<file path="src/rtl/fp64_pkg.sv">
// Shared constants and types for the binary64 multiplier datapath.
package fp64_pkg;

   localparam int unsigned BIAS   = 1023;
   localparam int unsigned EXP_W  = 11;
   localparam int unsigned FRAC_W = 52;
   localparam int unsigned MANT_W = 53;
   localparam int unsigned PROD_W = 106;
   localparam logic [EXP_W-1:0] EXP_MAX = 11'd2047;

   typedef logic [1:0] fp_class_t;
   localparam fp_class_t CLS_NORMAL = 2'b00;
   localparam fp_class_t CLS_ZERO   = 2'b01;
   localparam fp_class_t CLS_INF    = 2'b10;
   localparam fp_class_t CLS_NAN    = 2'b11;

   typedef logic [1:0] state_t;
   localparam state_t ST_IDLE = 2'd0;
   localparam state_t ST_MUL  = 2'd1;
   localparam state_t ST_DONE = 2'd2;

endpackage

</file>
<file path="src/rtl/fp64_unpack.sv">
// Combinational binary64 field extraction, denormal flush and special-value detection.
module fp64_unpack
   import fp64_pkg::*;
(
   input  logic [63:0]       op,
   output logic              sign,
   output logic [EXP_W-1:0]  exp,
   output logic [MANT_W-1:0] mant,
   output logic              is_nan,
   output logic              is_inf,
   output logic              is_zero
);

   logic [FRAC_W-1:0] frac;

   assign sign    = op[63];
   assign exp     = op[62:52];
   assign frac    = op[FRAC_W-1:0];
   // is_inf covers every e=2047 encoding; callers test NaN first
   assign is_inf  = (exp == EXP_MAX);
   assign is_nan  = is_inf && (frac != '0);
   assign is_zero = (exp == '0);
   assign mant    = is_zero ? '0 : {1'b1, frac};

endmodule

</file>
<file path="src/rtl/fp64_mant_mul_seq.sv">
// Sequential binary64 multiplier front end: classify, exponent sum and a
// chunked iterative significand product feeding the normalizer.
module fp64_mant_mul_seq
   import fp64_pkg::*;
#(
   parameter int unsigned CHUNK = 14
) (
   input  logic              clk,
   input  logic              rst_n,
   input  logic              in_valid,
   output logic              in_ready,
   input  logic [63:0]       in_a,
   input  logic [63:0]       in_b,
   output logic              out_valid,
   input  logic              out_ready,
   output logic [PROD_W-1:0] out_prod,
   output logic [EXP_W-1:0]  out_exp,
   output logic              out_sign,
   output logic [1:0]        out_class,
   output logic              out_ovf,
   output logic              out_unf
);

   localparam int unsigned NCHUNK = (MANT_W + CHUNK - 1) / CHUNK;
   localparam int unsigned CNT_W  = (NCHUNK > 1) ? $clog2(NCHUNK) : 1;
   localparam int unsigned PAD_W  = NCHUNK * CHUNK;
   localparam int unsigned PART_W = MANT_W + CHUNK;

   logic              sign_a, sign_b;
   logic [EXP_W-1:0]  exp_a, exp_b;
   logic [MANT_W-1:0] mant_a, mant_b;
   logic              nan_a, nan_b, inf_a, inf_b, zero_a, zero_b;

   fp64_unpack u_unpack_a (
      .op      (in_a),
      .sign    (sign_a),
      .exp     (exp_a),
      .mant    (mant_a),
      .is_nan  (nan_a),
      .is_inf  (inf_a),
      .is_zero (zero_a)
   );

   fp64_unpack u_unpack_b (
      .op      (in_b),
      .sign    (sign_b),
      .exp     (exp_b),
      .mant    (mant_b),
      .is_nan  (nan_b),
      .is_inf  (inf_b),
      .is_zero (zero_b)
   );

   fp_class_t         cls_c;
   logic              sign_c;
   logic signed [12:0] ebias;
   logic              ovf_c, unf_c;
   logic [EXP_W-1:0]  exp_c;

   always_comb begin
      cls_c = CLS_NORMAL;
      if (nan_a || nan_b || (inf_a && zero_b) || (inf_b && zero_a)) begin
         cls_c = CLS_NAN;
      end else if (inf_a || inf_b) begin
         cls_c = CLS_INF;
      end else if (zero_a || zero_b) begin
         cls_c = CLS_ZERO;
      end
   end

   assign sign_c = (cls_c == CLS_NAN) ? 1'b0 : (sign_a ^ sign_b);
   assign ebias  = $signed({2'b00, exp_a}) + $signed({2'b00, exp_b}) - $signed(13'(BIAS));
   assign ovf_c  = (cls_c == CLS_NORMAL) && (ebias >= 13'sd2047);
   assign unf_c  = (cls_c == CLS_NORMAL) && (ebias <= 13'sd0);

   always_comb begin
      exp_c = '0;
      unique case (cls_c)
         CLS_NORMAL: begin
            if (ovf_c)      exp_c = EXP_MAX;
            else if (unf_c) exp_c = '0;
            else            exp_c = ebias[EXP_W-1:0];
         end
         CLS_ZERO: exp_c = '0;
         default:  exp_c = EXP_MAX;
      endcase
   end

   state_t              state_q;
   logic [CNT_W-1:0]    cnt_q;
   logic [PROD_W-1:0]   acc_q;
   logic [MANT_W-1:0]   ma_q;
   logic [PAD_W-1:0]    mb_q;
   logic                sign_q, ovf_q, unf_q;
   fp_class_t           cls_q;
   logic [EXP_W-1:0]    exp_q;

   logic [CHUNK-1:0]    mb_chunk;
   logic [PART_W-1:0]   partial;
   logic [PROD_W-1:0]   addend;

   // Only registered operands feed the iteration, so input changes after accept are harmless
   assign mb_chunk = mb_q[cnt_q*CHUNK +: CHUNK];
   assign partial  = PART_W'(ma_q) * PART_W'(mb_chunk);
   assign addend   = PROD_W'(partial) << (cnt_q * CHUNK);

   always_ff @(posedge clk or negedge rst_n) begin
      if (!rst_n) begin
         state_q <= ST_IDLE;
         cnt_q   <= '0;
         acc_q   <= '0;
         ma_q    <= '0;
         mb_q    <= '0;
         sign_q  <= 1'b0;
         cls_q   <= CLS_NORMAL;
         exp_q   <= '0;
         ovf_q   <= 1'b0;
         unf_q   <= 1'b0;
      end else begin
         unique case (state_q)
            ST_IDLE: begin
               if (in_valid) begin
                  ma_q    <= mant_a;
                  mb_q    <= PAD_W'(mant_b);
                  sign_q  <= sign_c;
                  cls_q   <= cls_c;
                  exp_q   <= exp_c;
                  ovf_q   <= ovf_c;
                  unf_q   <= unf_c;
                  acc_q   <= '0;
                  cnt_q   <= '0;
                  state_q <= ST_MUL;
               end
            end
            ST_MUL: begin
               acc_q <= acc_q + addend;
               cnt_q <= cnt_q + 1'b1;
               if (cnt_q == CNT_W'(NCHUNK - 1)) begin
                  state_q <= ST_DONE;
               end
            end
            ST_DONE: begin
               if (out_ready) begin
                  state_q <= ST_IDLE;
               end
            end
            default: state_q <= ST_IDLE;
         endcase
      end
   end

   assign in_ready  = (state_q == ST_IDLE);
   assign out_valid = (state_q == ST_DONE);
   assign out_prod  = (cls_q == CLS_NORMAL) ? acc_q : '0;
   assign out_exp   = exp_q;
   assign out_sign  = sign_q;
   assign out_class = cls_q;
   assign out_ovf   = ovf_q;
   assign out_unf   = unf_q;

endmodule

</file>
<file path="config.mk">
export PLATFORM = sky130hd
export DESIGN_NAME = fp64_mant_mul_seq
export DESIGN_NICKNAME = d
export VERILOG_FILES = /design/src/rtl/fp64_pkg.sv /design/src/rtl/fp64_unpack.sv /design/src/rtl/fp64_mant_mul_seq.sv
export SDC_FILE = /design/constraint.sdc
export NUM_CORES = 2
export LEC_CHECK = 0
export CELL_PAD_IN_SITES_DETAIL_PLACEMENT = 2
export CELL_PAD_IN_SITES_GLOBAL_PLACEMENT = 2
export CORE_MARGIN = 1
export CORE_UTILIZATION = 41
export DETAILED_ROUTE_END_ITERATION = 8
export PLACE_DENSITY = 0.93
export SYNTH_ARGS = -nofsm -noshare
export SYNTH_HDL_FRONTEND = slang
export SYNTH_HIERARCHICAL = 1
export SYNTH_SLANG_ARGS = --single-unit
</file>
<file path="constraint.sdc">
create_clock -name clk -period 24.6 [get_ports clk]
set_input_delay 4.92 -clock clk [delete_from_list [all_inputs] [get_ports clk]]
set_output_delay 4.92 -clock clk [all_outputs]
set_load 0.02 [all_outputs]
</file>
Word level (Yosys, flattened, before mapping). Cells that the tools add are included.

Add/sub/neg operators: 4. $mul: 2. $lt $le $gt $ge: 2. Eq/ne operators: 10. Shifts and indexed selects: 2. Multiplexer cells: 18. Bitwise operators: 1. Reduce and logical (&&, ||, !) cells: 22.

Operators with widths (number): two-way mux 106 bit (2); one-hot mux 106 bit (2 select lines) (1); adder 106 bit (1); two-way mux 53 bit (2); << shifter 67 x 6 -> 106 bit (1); nonzero test 52 bit (2); multiplier 53 x 14 -> 67 bit (1); variable part select 56 x 7 -> 14 bit (1); == test 11 bit (second input constant) (2); zero test 11 bit (2); two-way mux 11 bit (2); one-hot mux 11 bit (2 select lines) (1); >= comparator 13 x 12 -> 1 bit (second input constant) (1); less-or-equal comparator 13 x 1 -> 1 bit (second input constant) (1); subtractor 12 x 10 -> 13 bit (second input constant) (1); adder 11 x 11 -> 12 bit (1); two-way mux 2 bit (6); == test 2 bit (second input constant) (3); logical AND 1 bit (6); zero test 2 bit (3); one-hot mux 2 bit (3 select lines) (1); logical OR 1 bit (5); multiplier 2 x 3 -> 5 bit (second input constant) (1); == test 2 x 1 -> 1 bit (second input constant) (2); other kinds (9) (12).

Register bits: 232. Bits of input ports: 132. Output and inout port bits: 124.

Depth between registers and ports, before layout.
Depth in word-level cells: 11. Depth in mapped cells: 49.

Modules after synthesis. The synthesis kept the hierarchy.

By module, submodules not included: fp64_mant_mul_seq (instances 1, cells an instance 5479, area an instance 44390.1 sq um, sequential area each 5805.6 sq um); fp64_unpack (instances 2, cells an instance 96, area an instance 773.2 sq um, sequential area each 0.0 sq um).

Least setup slack after synthesis. Ideal clock, no wire load.

Path type: register to register. Start point: register cnt_q[0]. End point: register acc_q[104]. Library setup time: 0.134 ns. Arrival: 11.069 ns. Required time: 24.466 ns. Path slack: 13.397 ns. Cell stages (with the launch flop): 46. Path buffers: 7. Period minus slack after synthesis: 11.203 ns. Cell sequence: dfrtp_1 > clkbuf_1 > clkbuf_1 > buf_1 > mux4_2 > clkbuf_1 > clkbuf_1 > nand2_1 > fa_1 > fa_1 > fa_1 > inv_1 > fa_1 > fa_1 > inv_1 > fa_1 > inv_1 > ha_1 > [10 not listed] > o21ba_2 > nand2_1 > a32o_1 > ha_1 > clkbuf_1 > a21o_1 > a21o_1 > a21oi_1 > a21boi_0 > o31a_1 > a2bb2oi_1 > or3b_2 > a41oi_2 > o21ba_2 > o21ai_1 > a311oi_1 > xor2_1 > o21ai_0.

Longest elaborated chain between the ends: 6.

Ends and longest elaborated chain: from (decl) (RTL line fp64_mant_mul_seq.sv:90) `logic [CNT_W-1:0] cnt_q;`; from (signal assigned) (RTL line fp64_mant_mul_seq.sv:137) `cnt_q <= cnt_q + 1'b1;`; multiplier 2 x 3 -> 5 bit (*) (RTL line fp64_mant_mul_seq.sv:103, fp64_mant_mul_seq.sv:105); variable part select 56 x 7 -> 14 bit (RTL line fp64_mant_mul_seq.sv:103) `assign mb_chunk = mb_q[cnt_q*CHUNK +: CHUNK];`; multiplier 53 x 14 -> 67 bit (RTL line fp64_mant_mul_seq.sv:104) `assign partial = PART_W'(ma_q) * PART_W'(mb_chunk);`; << shifter 67 x 6 -> 106 bit (*) (RTL line fp64_mant_mul_seq.sv:105) `assign addend = PROD_W'(partial) << (cnt_q * CHUNK);`; adder 106 bit (*) (RTL line fp64_mant_mul_seq.sv:136) `acc_q <= acc_q + addend;`; one-hot mux 106 bit (2 select lines) (*) (RTL line fp64_mant_mul_seq.sv:120) `unique case (state_q)`; to (signal assigned) (RTL line fp64_mant_mul_seq.sv:136); to (decl) (RTL line fp64_mant_mul_seq.sv:91) `logic [PROD_W-1:0] acc_q;`.

Every way passes the cells marked *; elsewhere a longest branch is shown, timed or not. A chain may end at the register's enable or synchronous reset.

Worst setup path in the final report.
Start point: register cnt_q[1]. End point: register acc_q[104].

The elaborated chain is that of the path after synthesis.

==> summary.md <==
| Metric | Value |
|---|---|
| Status | `completed` |
| Synth unique cells | `between 100 and 150` |
| Nets | `between 6000 and 7000` |
| Endpoint type of the worst setup path | `register` |
| Die X | `337 um` |
| Worst setup SP type | `register` |
| Critical path startpoint | `cnt_q[1]$_DFFE_PN0P_` |
| Vias in the first global route | `52400` |
| Worst reg-to-reg path cell count | `between 40 and 50` |
| Async S/R FF share, synth | `100%` |
| Syn nets | `about 6700` |
| Core area | `111000 um2` |
| # port buffers | `255` |
| CP endpoint | `acc_q[104]$_DFFE_PN0P_` |
| Fill cell count | `12500` |
| Syn avg cell area | `8.10 um2` |
| Total grt overflow | `0` |
| FF-to-FF setup slack | `9.59 ns` |
| Vias per cell | `6.28` |
| Via count | `45000` |
| Fin. max-slew vios | `0` |
| CTS root buf | `clkbuf_16` |
| CTS tree | `built` |
| Main synth FF type | `dfrtp_1` |
| CTS buffer count | `35` |
| Boundary pin count | `256` |
| CP required | `between 20 and 30 ns` |
| Clk pin slew, worst setup/hold paths | `roughly 0.06 ns` |
| Max-slew headroom | `16.5%` |
| Crit share post-route | `61.0%` |
| HP Class | `reg2reg` |
| Crit Path Class | `reg2reg` |
| EDFF count, synth | `0` |
| Syn. warnings | `6` |
| Area grow syn2layout | `9.72%` |
| Clk buf depth | `3` |
| Synth Register Bits | `232` |
| DRT antenna net count | `0` |
| Die area | `113000 um2` |
| Pre-Repair DR Iteration Count | `5` |
| Worst-path fanout max | `53` |
| Drt initial violations | `3495` |
| Dominant cells by area after synthesis | `fa_1, dfrtp_1, nand2_1` |
| Post-CTS resize count | `0` |
| Post-placement cell area | `between 40000 and 50000 um2` |
| Post-DP HPWL | `approximately 170 mm` |
| Largest stage delay on the critical path | `1.17 ns` |
| RR Endpoint | `acc_q[104]$_DFFE_PN0P_` |
| CP max-delay cell | `dfrtp_1` |
| Largest net degree at the start of global routing | `107` |
| Area of the multi-input gates | `36200 um2` |
| R2R Path Start | `cnt_q[1]$_DFFE_PN0P_` |
| DRC Markers | `0` |
| CTS H-Tree Depth | `2` |
| Fin crit period | `around 15 ns` |
| Routability congestion estimate | `1.00` |
| Mapped cell area | `45900 um2` |
| Most common cell on crit path | `fa_1` |
| Cell taking the most area after synthesis | `fa_1` |
| Clk_lat worst skew | `0.65 ns` |
| Cell row count | `122` |
| Fmax | `0.0666 GHz` |
| Worst Clk Skew | `0.0443 ns` |
| Sink Count | `232` |
| Final instance area | `50400 um2` |
| RSZ-0062 raised after global routing | `false` |
| Area share of the largest cell type after synthesis | `between 20% and 30%` |
| Layout cells sized above 1 | `between 5 and 6%` |
| First-pass GRT wire length | `338 mm` |
| Final TNS setup | `0 ns` |
| Initial antenna violation count | `10` |
| Post-CTS Setup Repair Bufs | `0` |
| GRT Util Overall | `39.7%` |
| Setup-failing EPs final | `0` |
| Critical Path AT | `15.47 ns` |
| Max-Cap Viols | `0` |
| Wire per inst | `~31 um` |
| Worst slew pin tran | `1.24 ns` |
| Detailed Route WL | `224 mm` |
| Die H | `337 um` |
| CTS Hold Bufs | `0` |
| Final hold violation count | `0` |
| Initial core utilization | `41.5%` |
| Synthesized instance count | `5671` |
| Sequential cell area | `5810 um2` |
| Seq/Total Area, Yosys | `around an eighth` |
==> state kept, by name, summed over array words and instances (netlist names) <==
register / count
acc_q: 106
state_q: 2
ma_q: 53
mb_q: 53
out_sign: 1
out_exp: 11
out_unf: 1
out_class: 2
cnt_q: 2
out_ovf: 1
==> worst max-delay path: cells and delay by family (launching register included) <==
family,cells,cell delay (ns)
xor gates and xnor gates,2,0.45
buffers and inverters,6,1.20
muxes,3,1.33
AOI/OAI and AO/OA,14,3.71
and+or+nand+nor,9,2.89
DFF,1,1.17
adders and majority gates,8,3.88
==> final cells by class <==
type / count / share of cell area (%)
flip-flops and latches: 232 / 11.5
multi-input cells: 4429 / 71.8
clock inverters: 17 / 0.464
well taps: 1488 / 3.69
clock buffers: 46 / 1.96
repair buffers: 297 / 5.70
diodes: 6 / 0.0298
inverters: 642 / 4.78
==> synth_stat cells (10+ instances only) <==
master    count
dfrtp_1     232
xnor2_1      84
inv_1       639
o21ai_0     262
o21bai_1     40
a211oi_1     35
o211a_1      10
or3_1        10
nor2_1      235
o31ai_1      21
and3_1       21
nand4_1      59
mux2i_1      72
a31oi_1      27
a21boi_0     11
o21a_1       28
nor4_1       37
and2_4       96
or2_2        15
o221ai_1     12
buf_6        11
o21ai_1      15
and2_1      413
a221oi_1     14
nor3_1       45
a22oi_1      12
buf_4        29
o22ai_1      27
fa_1        611
buf_1        18
nand2_1    1137
o211ai_1     28
xor2_1       79
ha_1        277
nand3_1      84
nand2b_1     17
clkbuf_1    300
mux2_2       35
mux4_2       30
a21oi_1     268
nor2b_1      19
a21o_1      109
==> placed cells by master, fill, tap and decap left out, drive strengths merged, types with 46 or more instances in the layout <==
cell type and instances:
nand2 1137, inv 645, fa 611, and2 509, ha 277, o21ai 277
a21oi 270, clkdlybuf4s50 254, nor2 235, dfrtp 232, a21o 109, nand3 86
xnor2 84, xor2 79, mux2i 72, nand4 60, clkbuf 46
==> worst min path at each step <==
stage,from,to,slack [ns],cells past startpoint
floorplan,mb_q[28]$_DFFE_PN0P_,mb_q[28]$_DFFE_PN0P_,0.44,2
global placement,mb_q[18]$_DFFE_PN0P_,mb_q[18]$_DFFE_PN0P_,0.45,2
detailed placement,mb_q[37]$_DFFE_PN0P_,mb_q[37]$_DFFE_PN0P_,0.48,2
CTS,mb_q[23]$_DFFE_PN0P_,mb_q[23]$_DFFE_PN0P_,0.50,2
global route,mb_q[23]$_DFFE_PN0P_,mb_q[23]$_DFFE_PN0P_,0.53,2
finish,mb_q[35]$_DFFE_PN0P_,mb_q[35]$_DFFE_PN0P_,0.50,2
==> per-layer routing <==
| metal | routed length [um] | part of all wire [%] | global-route usage, % | vias up |
|---|---|---|---|---|
| met5 | 46 | 0.021 | 0 | - |
| met4 | 16700 | 7.5 | 26.8 | 6 |
| met3 | 16000 | 7.1 | 8.50 | 1007 |
| met2 | 111000 | 49 | 68.6 | 2360 |
| met1 | 80400 | 36 | 43.8 | 23300 |
| li1 | - | - | - | 18300 |
==> logic make-up after synthesis <==
logic type,after synthesis,share of synthesized area (%)
adder cells (fa/ha/maj),888,34.2
AO/OA/AOI/OAI,1017,14.2
multiplexers,139,3.99
XOR/XNOR,163,3.11
flip-flops,232,12.6
buffers and inverters,1010,8.70
AND/OR/NAND/NOR,2222,23.2
==> metrics by stage <==
stage | util (%) | setup slack, ns | hold WS [ns] | cells
2_1_floorplan | - | 13.40 | 0.440 | 5671
3_3_place_gp | 44.4 | 11.20 | 0.454 | 7088
3_5_place_dp | 44.4 | 10.56 | 0.477 | 7088
4_1_cts | 45.5 | 10.16 | 0.502 | 7151
5_1_grt | 45.5 | 9.44 | 0.525 | 7152
6_report | 45.5 | 9.59 | 0.502 | 7157
Power is not shown: default switching activity piles up to over one toggle a cycle in this logic, so the estimate is an artifact.
